## src/rtl/demux_rr_scheduler.sv

```systemverilog
// demux_rr_scheduler
//   Round-robin scheduler for a 1-to-N serial demultiplexer. A single upstream
//   valid/ready bit stream is handed to one destination channel at a time in
//   bursts of BURST items. After each burst (or an aborted one) the scheduler
//   re-arbitrates, starting the search one channel past the last grant.
//
// Ports
//   clk        system clock, all logic on the rising edge
//   rst        synchronous reset, active-high
//   en         scheduler enable
//   chan_en    [N] per-channel enable mask
//   dst_ready  [N] per-channel consumer ready
//   in_valid   upstream item valid
//   data_in    upstream data bit
//   in_ready   upstream ready (combinational)
//   sel        [W] current demux select (registered)
//   out        [N] registered demux output, data_in routed to bit sel on a transfer
//   out_valid  [N] registered one-hot strobe of the channel that received an item
//   busy       high whenever the scheduler is not idle
module demux_rr_scheduler #(
  parameter int N     = 8,
  parameter int BURST = 4,
  localparam int W    = $clog2(N)
) (
  input  logic         clk,
  input  logic         rst,
  input  logic         en,
  input  logic [N-1:0] chan_en,
  input  logic [N-1:0] dst_ready,
  input  logic         in_valid,
  input  logic         data_in,
  output logic         in_ready,
  output logic [W-1:0] sel,
  output logic [N-1:0] out,
  output logic [N-1:0] out_valid,
  output logic         busy
);

  localparam int CW = (BURST > 1) ? $clog2(BURST) : 1;

  typedef enum logic [1:0] {IDLE, ARB, XFER} state_t;

  state_t          state_reg, state_next;
  logic [W-1:0]    ptr_reg, ptr_next;
  logic [W-1:0]    sel_reg, sel_next;
  logic [CW-1:0]   cnt_reg, cnt_next;
  logic [N-1:0]    out_reg, out_next;
  logic [N-1:0]    out_valid_reg, out_valid_next;

  logic [N-1:0]    elig;
  logic [N-1:0]    sel_onehot;
  logic [W-1:0]    sel_wrap;
  logic            found;
  logic [W-1:0]    grant;
  logic            xfer;

  for (genvar gi = 0; gi < N; gi++) begin : g_elig
    assign elig[gi] = chan_en[gi] & dst_ready[gi];
  end

  // Channel following the current select; compare against N-1 so that
  // non-power-of-two channel counts never produce an out-of-range value.
  assign sel_wrap = (sel_reg == W'(N - 1)) ? '0 : sel_reg + W'(1);

  always_comb begin
    sel_onehot          = '0;
    sel_onehot[sel_reg] = 1'b1;
  end

  // Rotating search starting at ptr. Walking k from high to low lets the
  // smallest offset (closest to ptr) win without a break statement.
  always_comb begin
    logic [W:0]   sum;
    logic [W-1:0] cand;
    found = 1'b0;
    grant = '0;
    sum   = '0;
    cand  = '0;
    for (int k = N - 1; k >= 0; k--) begin
      sum = {1'b0, ptr_reg} + (W+1)'(k);
      if (sum >= (W+1)'(N)) begin
        sum = sum - (W+1)'(N);
      end
      cand = sum[W-1:0];
      if (elig[cand]) begin
        found = 1'b1;
        grant = cand;
      end
    end
  end

  assign in_ready = (state_reg == XFER) & dst_ready[sel_reg] & chan_en[sel_reg] & en;
  assign xfer     = in_ready & in_valid;

  always_comb begin
    state_next     = state_reg;
    ptr_next       = ptr_reg;
    sel_next       = sel_reg;
    cnt_next       = cnt_reg;
    out_next       = '0;
    out_valid_next = '0;
    case (state_reg)
      IDLE: begin
        if (en) begin
          state_next = ARB;
        end
      end
      ARB: begin
        if (!en) begin
          state_next = IDLE;
        end else if (found) begin
          sel_next   = grant;
          cnt_next   = '0;
          state_next = XFER;
        end
      end
      XFER: begin
        if (!en) begin
          state_next = IDLE;
          ptr_next   = sel_wrap;
        end else if (!chan_en[sel_reg]) begin
          // Channel withdrawn mid-burst: drop the remainder and move on.
          state_next = ARB;
          ptr_next   = sel_wrap;
        end else if (xfer) begin
          out_valid_next = sel_onehot;
          out_next       = data_in ? sel_onehot : '0;
          if (cnt_reg == CW'(BURST - 1)) begin
            cnt_next   = '0;
            ptr_next   = sel_wrap;
            state_next = ARB;
          end else begin
            cnt_next = cnt_reg + CW'(1);
          end
        end
        // Otherwise a stalled consumer: hold everything, no timeout.
      end
      default: begin
        state_next = IDLE;
      end
    endcase
  end

  always_ff @(posedge clk) begin
    if (rst) begin
      state_reg     <= IDLE;
      ptr_reg       <= '0;
      sel_reg       <= '0;
      cnt_reg       <= '0;
      out_reg       <= '0;
      out_valid_reg <= '0;
    end else begin
      state_reg     <= state_next;
      ptr_reg       <= ptr_next;
      sel_reg       <= sel_next;
      cnt_reg       <= cnt_next;
      out_reg       <= out_next;
      out_valid_reg <= out_valid_next;
    end
  end

  assign sel       = sel_reg;
  assign out       = out_reg;
  assign out_valid = out_valid_reg;
  assign busy      = (state_reg != IDLE);

endmodule

```

## config.mk

```make
export PLATFORM = sky130hd
export DESIGN_NAME = demux_rr_scheduler
export DESIGN_NICKNAME = d
export VERILOG_FILES = /design/src/rtl/demux_rr_scheduler.sv
export SDC_FILE = /design/constraint.sdc
export NUM_CORES = 1
export LEC_CHECK = 0
export ABC_AREA = 1
export ABC_CLOCK_PERIOD_IN_PS = 4600
export BUFFER_PORTS_ARGS = -buffer_cell sky130_fd_sc_hd__clkbuf_2
export CAP_MARGIN = 40
export CORE_AREA = 2 2 66 68
export DETAILED_ROUTE_END_ITERATION = 12
export DIE_AREA = 0 0 68 70
export PLACE_DENSITY = 0.67
export SLEW_MARGIN = 30
export SYNTH_ARGS = -nofsm -noshare
export SYNTH_HDL_FRONTEND = slang
export SYNTH_SLANG_ARGS = --single-unit
export TNS_END_PERCENT = 1
```

## constraint.sdc

```tcl
create_clock -name clk -period 4.6 [get_ports clk]
set_input_delay 0.69 -clock clk [delete_from_list [all_inputs] [get_ports clk]]
set_output_delay 0.69 -clock clk [all_outputs]
set_load 0.02 [all_outputs]
```

==> out/metrics.csv, run 1 <==
metric;value;unit
gr-total-overflow;0;
grt_pass1_wl;7570;um
path_delay_family;flip-flops;
hold_buffers;0;
path_clk_slew;90;ps
die_w;68;um
num_vias;1954;
dp_hpwl;3580;um
p_leak;0.983;nW
row_count;24;
slew_violations;0;
crit_buf_inv;3;
drc;0;
final_cell_mix;75 x nand2_1, 62 x nand3_1, 41 x clkbuf_2;
synth-seq-cells;26;
antenna_found_initial;0;
avgSynthCellArea;6.23;um2
required;3910;ps
cts_tree;done;
cts_num_sinks;26;
hp-class;reg2reg;
relSlewSlack;0.579;
hold_start;cnt_reg[1];
drt_iter0_drc;182;
ys_seq_area_frac;0.295;
diodes;0;
crit_arrival;2050;ps
ir_drop;219;uV
finalCritPeriodShare;0.595;
die_y;70;um
cts.repair.resized;0;
yosysWarnings;0;
wire_per_inst;12.4;um
root_buffer;clkbuf_8;
critical_path.max_stage_delay;740;ps
fin_crit;2740;ps
synthDistinctLibCells;26;
routabilityCongestion;0.966;
layout-drive-gt1-share;0.170;
coreArea;4140;um2
synth.cell_area;1760;um2
ios;42;
final_hold_viol_count;0;
crit_path_end_kind;primary output;
drv_cap;0;
fmaxAchievable;0.365;GHz
outcome;finished, final reports clean;
finClkSkew;3.42;ps
htreeDepth;1;
p_per_area;278;nW/um2
fin_nets;345;
syn2layout_area_growth;15.0;%
critPathMaxFanout;17;
crit_path_top_delay_cell;dfxtp_1;
finalPower;563;uW
cpMostUsedCell;nand2_1;
wirelength;4580;um
tightest_slew;630;ps
crit_start;sel[0];
synth_fp_nets;309;
worstSetupPathType;reg2out;
grt_usage;0.198;
cp-start-kind;flip-flop;
r2r-start;ptr_reg[1];
drt-pass1-iter-count;4;
setup_viol;0;
postSynthCellCount;283;
cts_max_path_buffers;2;
via_per_inst;5.28;
io_buffers;41;
initial_core_util;0.426;
pre_cts_slack;1950;ps
final_core_util;0.489;
rsz0062_at_grt;no;
clk-insertion-delay-late;270;ps
grt_max_degree;18;
final_antenna_net_count;0;
cts_buffers;3;
final_common_cell;nand2_1;
tns;0;ps
die_area;4760;um2
grt_pass1_vias;1729;
setup_ws;1860;ps
path_cells;inv_2 -> nand2_1 -> a21oi_1 -> o21ai_0 -> nand2_1 -> inv_1 -> nor2_4 -> clkbuf_2;
post_cts_buffers;0;
## final cells by class
class                           instances  area, um2
Timing Repair Buffer                   41        205
Clock inverter                          1       30.0
Tap cell                               52       65.1
Sequential cell                        26        520
Fill cell                             450       2120
Inverter                               26       97.6
Multi-Input combinational cell        221       1070
Clock buffer                            3       41.3
## worst register-to-register path, stage by stage, from the launching register on
cell	delay, ps
dfxtp_1	510
clkinv_1	300
ha_1	460
inv_1	170
nand3_1	130
nand2_1	90
nand2_1	50
nand2_1	130
nand3_1	100
nor2_1	180
nand3_1	180
nand3_1	160
nand2_1	60
a21oi_1	120
## cell usage after synthesis
cell,instances,area [um2]
nand2_1,75,282
nand3_1,62,310
dfxtp_1,26,521
nor2_1,26,97.6
a21oi_1,20,100
inv_1,20,75.1
nor3_1,9,45.0
ha_1,5,62.6
o21ai_0,5,25.0
buf_4,4,30.0
o21bai_1,4,30.0
buf_6,3,33.8
clkinv_1,3,11.3
inv_2,3,11.3
a31oi_1,2,12.5
buf_2,2,10.0
nand2_2,2,12.5
nand4_1,2,12.5
xnor2_1,2,17.5
xor2_1,2,17.5
a21oi_2,1,8.76
and2_4,1,8.76
buf_1,1,3.75
nand3_2,1,10.0
nor2_4,1,11.3
o21ai_1,1,5.00
## routing by layer
metal,up-vias,wire length (um),track usage
li1,1011,-,-
met1,869,2190,0.274
met2,72,2070,0.328
met4,0,21,0.0200
met3,2,294,0.0338
met5,-,0,0
## stage by stage
stage,hold slack (ps),instance area [um2],cells
finish,470,2030,370
global route,488,2030,370
CTS,473,2030,370
detailed placement,460,1960,366
global placement,458,1960,366
floorplan,444,1760,283
## power breakdown
part,leakage [nW],switching (mW),internal (mW),total [mW]
Clock,0.0357,0.0747,0.116,0.191
Sequential,0.210,0.00823,0.228,0.236
Combinational,0.737,0.0878,0.0481,0.136
## cells by family after synthesis
| family | synth area share |
|---|---|
| AO/OA/AOI/OAI | 0.103 |
| buffers and inverters | 0.0993 |
| XOR/XNOR | 0.0199 |
| flip-flops | 0.295 |
| adder cells (fa/ha/maj) | 0.0355 |
| AND/OR/NAND/NOR | 0.448 |
## worst paths after layout
kind	end	slack [ps]	depth (start not counted)
max	in_ready	1860	8
min	cnt_reg[1]	470	2
max reg2reg	cnt_reg[0]	1890	13
min reg2reg	cnt_reg[1]	470	2
No activity file was read; power rests on OpenSTA's default activity.
==> run 2, diff against run 1 <==
Settings changed: ABC_CLOCK_PERIOD_IN_PS 4600 to 2830.
Clock period 4.6 ns to 2.83 ns, I/O delays scaled along.
==> run 2 against run 1 <==
Effect of this change:
- global-route usage is 0.46 points lower
- sequential cell count stayed put
- routed wire length is 3.0% lower
- clock skew is 0.83 ps lower
- die area stayed put
- power is 61% higher
- combinational power is 66% higher
- final area is 1.1% higher
- largest cell class unchanged
- highest routed layer unchanged
==> out/metrics.csv, run 2 (synthesis results as in run 1) <==
metric;value;unit
outcome;finished, final reports clean;
final_hold_viol_count;0;
tns;0;ps
required;3030;ps
ir_drop;239;uV
num_vias;1979;
hold_buffers;0;
clk-insertion-delay-late;260;ps
grt_pass1_vias;1687;
cp-start-kind;flip-flop;
routabilityCongestion;0.948;
post_cts_buffers;0;
finalCritPeriodShare;0.852;
final_common_cell;nand2_1;
crit_arrival;2610;ps
worstSetupPathType;reg2reg;
initial_core_util;0.426;
drt-pass1-iter-count;4;
diodes;0;
fin_nets;348;
gr-total-overflow;0;
rr_worst_depth;12;
finalPower;907;uW
root_buffer;clkbuf_8;
drv_cap;0;
wirelength;4440;um
relSlewSlack;0.671;
cts_num_sinks;26;
hold_slack;438;ps
ios;42;
seqCellArea;520;um2
hp-class;in2reg;
htreeDepth;1;
hold_start;en;
io_buffers;41;
multi_input_area;1070;um2
layout-drive-gt1-share;0.178;
crit_path_end_kind;flip-flop;
antenna_found_initial;0;
rsz0062_at_grt;no;
via_per_inst;5.31;
p_leak;0.999;nW
fill_cells;432;
row_count;24;
r2r_end;cnt_reg[1];
grt_pass1_wl;7310;um
final_antenna_net_count;0;
path_clk_slew;80;ps
grt_usage;0.193;
crit_start;ptr_reg[1];
cts_buffers;3;
finClkSkew;2.60;ps
p_per_area;442;nW/um2
grt_max_degree;17;
fmaxAchievable;0.415;GHz
cts_tree;done;
hold-path-cell-count;3;
cts.repair.resized;0;
drc;0;
dp.cells;369;
critPathMaxFanout;8;
fin_crit;2410;ps
cts_max_path_buffers;2;
drt_iter0_drc;122;
holdPathEnd;state_reg[0];
wire_per_inst;11.9;um
coreArea;4140;um2
slew_violations;0;
dp_hpwl;3580;um
syn2layout_area_growth;16.2;%
final_cell_mix;75 x nand2_1, 62 x nand3_1, 41 x clkbuf_2;
die_w;68;um
die_area;4760;um2
rrSetupSlack;420;ps
final_cell_count_no_fill;373;
tightest_slew;492;ps
r2r-start;ptr_reg[1];
setup_viol;0;
die_y;70;um
==> run 2: cell types whose count changed in the layout (fill, tap and decap cells not counted) <==
cell and change:
buf_4 +3
==> run 2: worst max-delay path by stage <==
stage,to,slack (ps),cells after the start
2_1_floorplan,sel[1],660,15
3_3_place_gp,sel[1],560,14
3_5_place_dp,cnt_reg[1],490,13
4_1_cts,cnt_reg[1],450,12
5_1_grt,sel[2],200,12
6_report,cnt_reg[1],420,12
==> run 2: stage by stage <==
stage	utilization	area [um2]	worst slack, ps
detailed placement	0.478	1980	495
global placement	0.478	1980	556
CTS	0.495	2050	453
finish	0.495	2050	420
floorplan	-	1760	658
global route	0.495	2050	203
==> run 2: power by group <==
part           total [mW]  internal (mW)  switching, mW  leakage [nW]
clock               0.300          0.189          0.111        0.0357
sequential          0.381          0.371        0.00989         0.210
combinational       0.226         0.0802          0.146         0.753
total               0.907          0.640          0.267         0.999
==> run 2: per-layer routing <==
metal,track usage,wire length (um),vias up
li1,-,-,1012
met1,0.258,2010,887
met2,0.323,2030,76
met3,0.0451,368,4
met4,0.0200,31,0
met5,0,0,-
==> run 2: cell type report <==
cell class	count	area share
Clock inverter	1	0.0146
Clock buffer	3	0.0201
Multi-Input combinational cell	221	0.521
Tap cell	52	0.0317
Sequential cell	26	0.254
Inverter	26	0.0476
Timing Repair Buffer	44	0.111
==> run 2: critical path, cell delays in order (launching register included) <==
cell      delay, ps
dfxtp_1         340
clkinv_1        200
ha_1            450
inv_1           170
nand3_1         160
nand3_1         130
nand2_1         120
nor2_1          160
and2_4          160
nand3_1         120
nand3_1         140
nand2_1          60
a21oi_1         120
==> run 3, diff against run 2 <==
Settings changed: ABC_AREA 1 to not set, CORE_AREA 2 2 66 68 to 2 2 73 75, DIE_AREA 0 0 68 70 to 0 0 75 77, PLACE_DENSITY 0.67 to 0.66, SLEW_MARGIN 30 to not set, TNS_END_PERCENT 1 to not set.
==> run 3 against run 2 <==
Effect of this change:
- combinational power hardly changed
- utilization rose by 1.0 points
- critical endpoint is now sel[2]
- largest cell class unchanged
- global-route usage increased by 3.0 points
- sequential cell count unchanged
- non-clock buffer count increased by 6
- die area up 21%
==> out/metrics.csv, run 3 <==
metric;value;unit
outcome;finished, final reports clean;
num_vias;2093;
final_antenna_net_count;0;
syn2layout_area_growth;15.5;%
hold_slack;420;ps
die_area;5780;um2
cp-start-kind;flip-flop;
ir_drop;165;uV
setup_viol;0;
root_buffer;clkbuf_8;
wirelength;6100;um
synth.cell_area;2180;um2
die_w;75;um
ios;42;
drv_cap;0;
clk-insertion-delay-late;270;ps
synth_fp_nets;275;
fill_cells;473;
dp_hpwl;4880;um
final_core_util;0.505;
crit_path_top_delay_cell;dfxtp_2;
drt-pass1-iter-count;4;
crit_path_end_kind;flip-flop;
p_per_area;338;nW/um2
grt_usage;0.223;
netlist_top_cells_area;dfxtp_1 24%, mux4_2 11%, nand2_1 4.5%, nor2_1 4.5%, mux2i_1 3.2%;
cts_max_path_buffers;2;
grt_pass1_wl;9880;um
gr-total-overflow;0;
coreArea;4980;um2
fin_crit;2570;ps
io_buffers;41;
async_flop_share;0;
grt_max_degree;17;
final_cell_mix;41 x clkbuf_2, 26 x nand2_1, 26 x nor2_1;
cp.depth;9;
fin_nets;316;
final_common_cell;clkbuf_2;
path_cells;inv_4 -> ha_1 -> xnor2_2 -> mux4_1 -> mux2i_4 -> nor3_2 -> a31oi_4 -> nor2_1 -> a311oi_1;
hold_buffers;0;
post_cts_buffers;0;
relSlewSlack;0.532;
postSynthCellCount;249;
cts_tree;done;
path_delay_family;multiplexers;
synth-seq-cells;26;
crit_arrival;2750;ps
initial_core_util;0.438;
layout-drive-gt1-share;0.280;
routabilityCongestion;0.945;
row_count;26;
cts_buffers;3;
final_hold_viol_count;0;
ys_seq_area_frac;0.239;
synth_edf_count;0;
path_clk_slew;90;ps
required;3010;ps
fmaxAchievable;0.389;GHz
p_leak;1.05;nW
wire_per_inst;17.0;um
drc;0;
yosysWarnings;0;
drt_iter0_drc;129;
synth_top_area_cell;dfxtp_1;
finClkSkew;2.62;ps
synth_common_cells;26 x dfxtp_1, 26 x nand2_1, 26 x nor2_1, 12 x nand3_1, 12 x o21ai_0;
cts_num_sinks;26;
antenna_found_initial;0;
slew_violations;0;
via_per_inst;5.83;
worstSetupPathType;reg2reg;
rr_worst_depth;9;
grt_pass1_vias;1974;
diodes;0;
critPathMaxFanout;11;
avgSynthCellArea;8.75;um2
critical_path.max_stage_delay;410;ps
hold-path-cell-count;3;
die_y;77;um
tightest_slew;695;ps
yosysTopAreaCellShare;0.239;
finalCritPeriodShare;0.908;
synthFlopType;dfxtp_1;
synthDistinctLibCells;62;
rsz0062_at_grt;no;
tns;0;ps
hp-class;in2reg;
htreeDepth;1;
crit_buf_inv;1;
## run 3: changes by cell type after synthesis, sizes merged, moves of 9 or more
cell,change
nand2,-51
nand3,-51
inv,-14
mux4,+13
a21oi,-12
mux2i,+10
o211ai,+9
## run 3: power by group
group          switching [mW]  total (mW)  internal (mW)
Clock                   0.123       0.247          0.125
Combinational           0.127       0.223         0.0965
Sequential            0.00982       0.380          0.370
Total                   0.259       0.850          0.591
## run 3: final timing paths
kind / startpoint / slack [ps] / end
min reg2reg: cnt_reg[0] / 510 / cnt_reg[0]
min: data_in / 420 / out[1]
max reg2reg: ptr_reg[0] / 260 / sel[2]
max: ptr_reg[0] / 260 / sel[2]
## run 3: what timing repair did
| item | 4_1_cts | 5_1_grt |
|---|---|---|
| gates resized for setup | 0 | 1 |
| endpoints found under the hold margin | 0 | 0 |
| setup endpoints to repair | 0 | 2 |
## run 3: kinds of logic after synthesis
| family | Yosys count | share of synthesized area |
|---|---|---|
| adder cells (fa/ha/maj) | 5 | 0.0287 |
| AND/OR/NAND/NOR | 104 | 0.247 |
| multiplexers | 25 | 0.207 |
| XOR/XNOR | 4 | 0.0230 |
| flip-flops | 26 | 0.239 |
| AO/OA/AOI/OAI | 61 | 0.200 |
| buffers and inverters | 24 | 0.0551 |
## run 3: metal layers
layer,up-vias,global-route usage,part of all wire
li1,1014,-,-
met1,959,0.304,0.43
met2,110,0.338,0.46
met3,10,0.0683,0.094
met4,0,0.0607,0.016
met5,-,0,0
## run 3: worst reg2reg max path, cell delays in order, from the launching register on
cell      delay, ps
dfxtp_2         410
inv_4           110
ha_1            300
xnor2_2         280
mux4_1          400
mux2i_4         220
nor3_2          120
a31oi_4         310
nor2_1           70
a311oi_1        260
## run 3: cell type report
type	count	area (um2)	share of cell area
timing repair buffer	50	273	0.108
clock buffer	4	55.1	0.0219
sequential	26	522	0.207
multi-input combinational	199	1540	0.611
inverter	10	40.0	0.0159
tap	70	87.6	0.0348
## run 3: per-stage QoR
stage / instances / power (mW) / area [um2] / worst slack, ps
detailed placement: 355 / 0.607 / 2460 / 213
global route: 359 / 0.887 / 2510 / 57.9
finish: 359 / 0.850 / 2510 / 260
floorplan: 249 / 0.540 / 2180 / 215
global placement: 355 / 0.605 / 2460 / 281
CTS: 359 / 0.849 / 2510 / 167
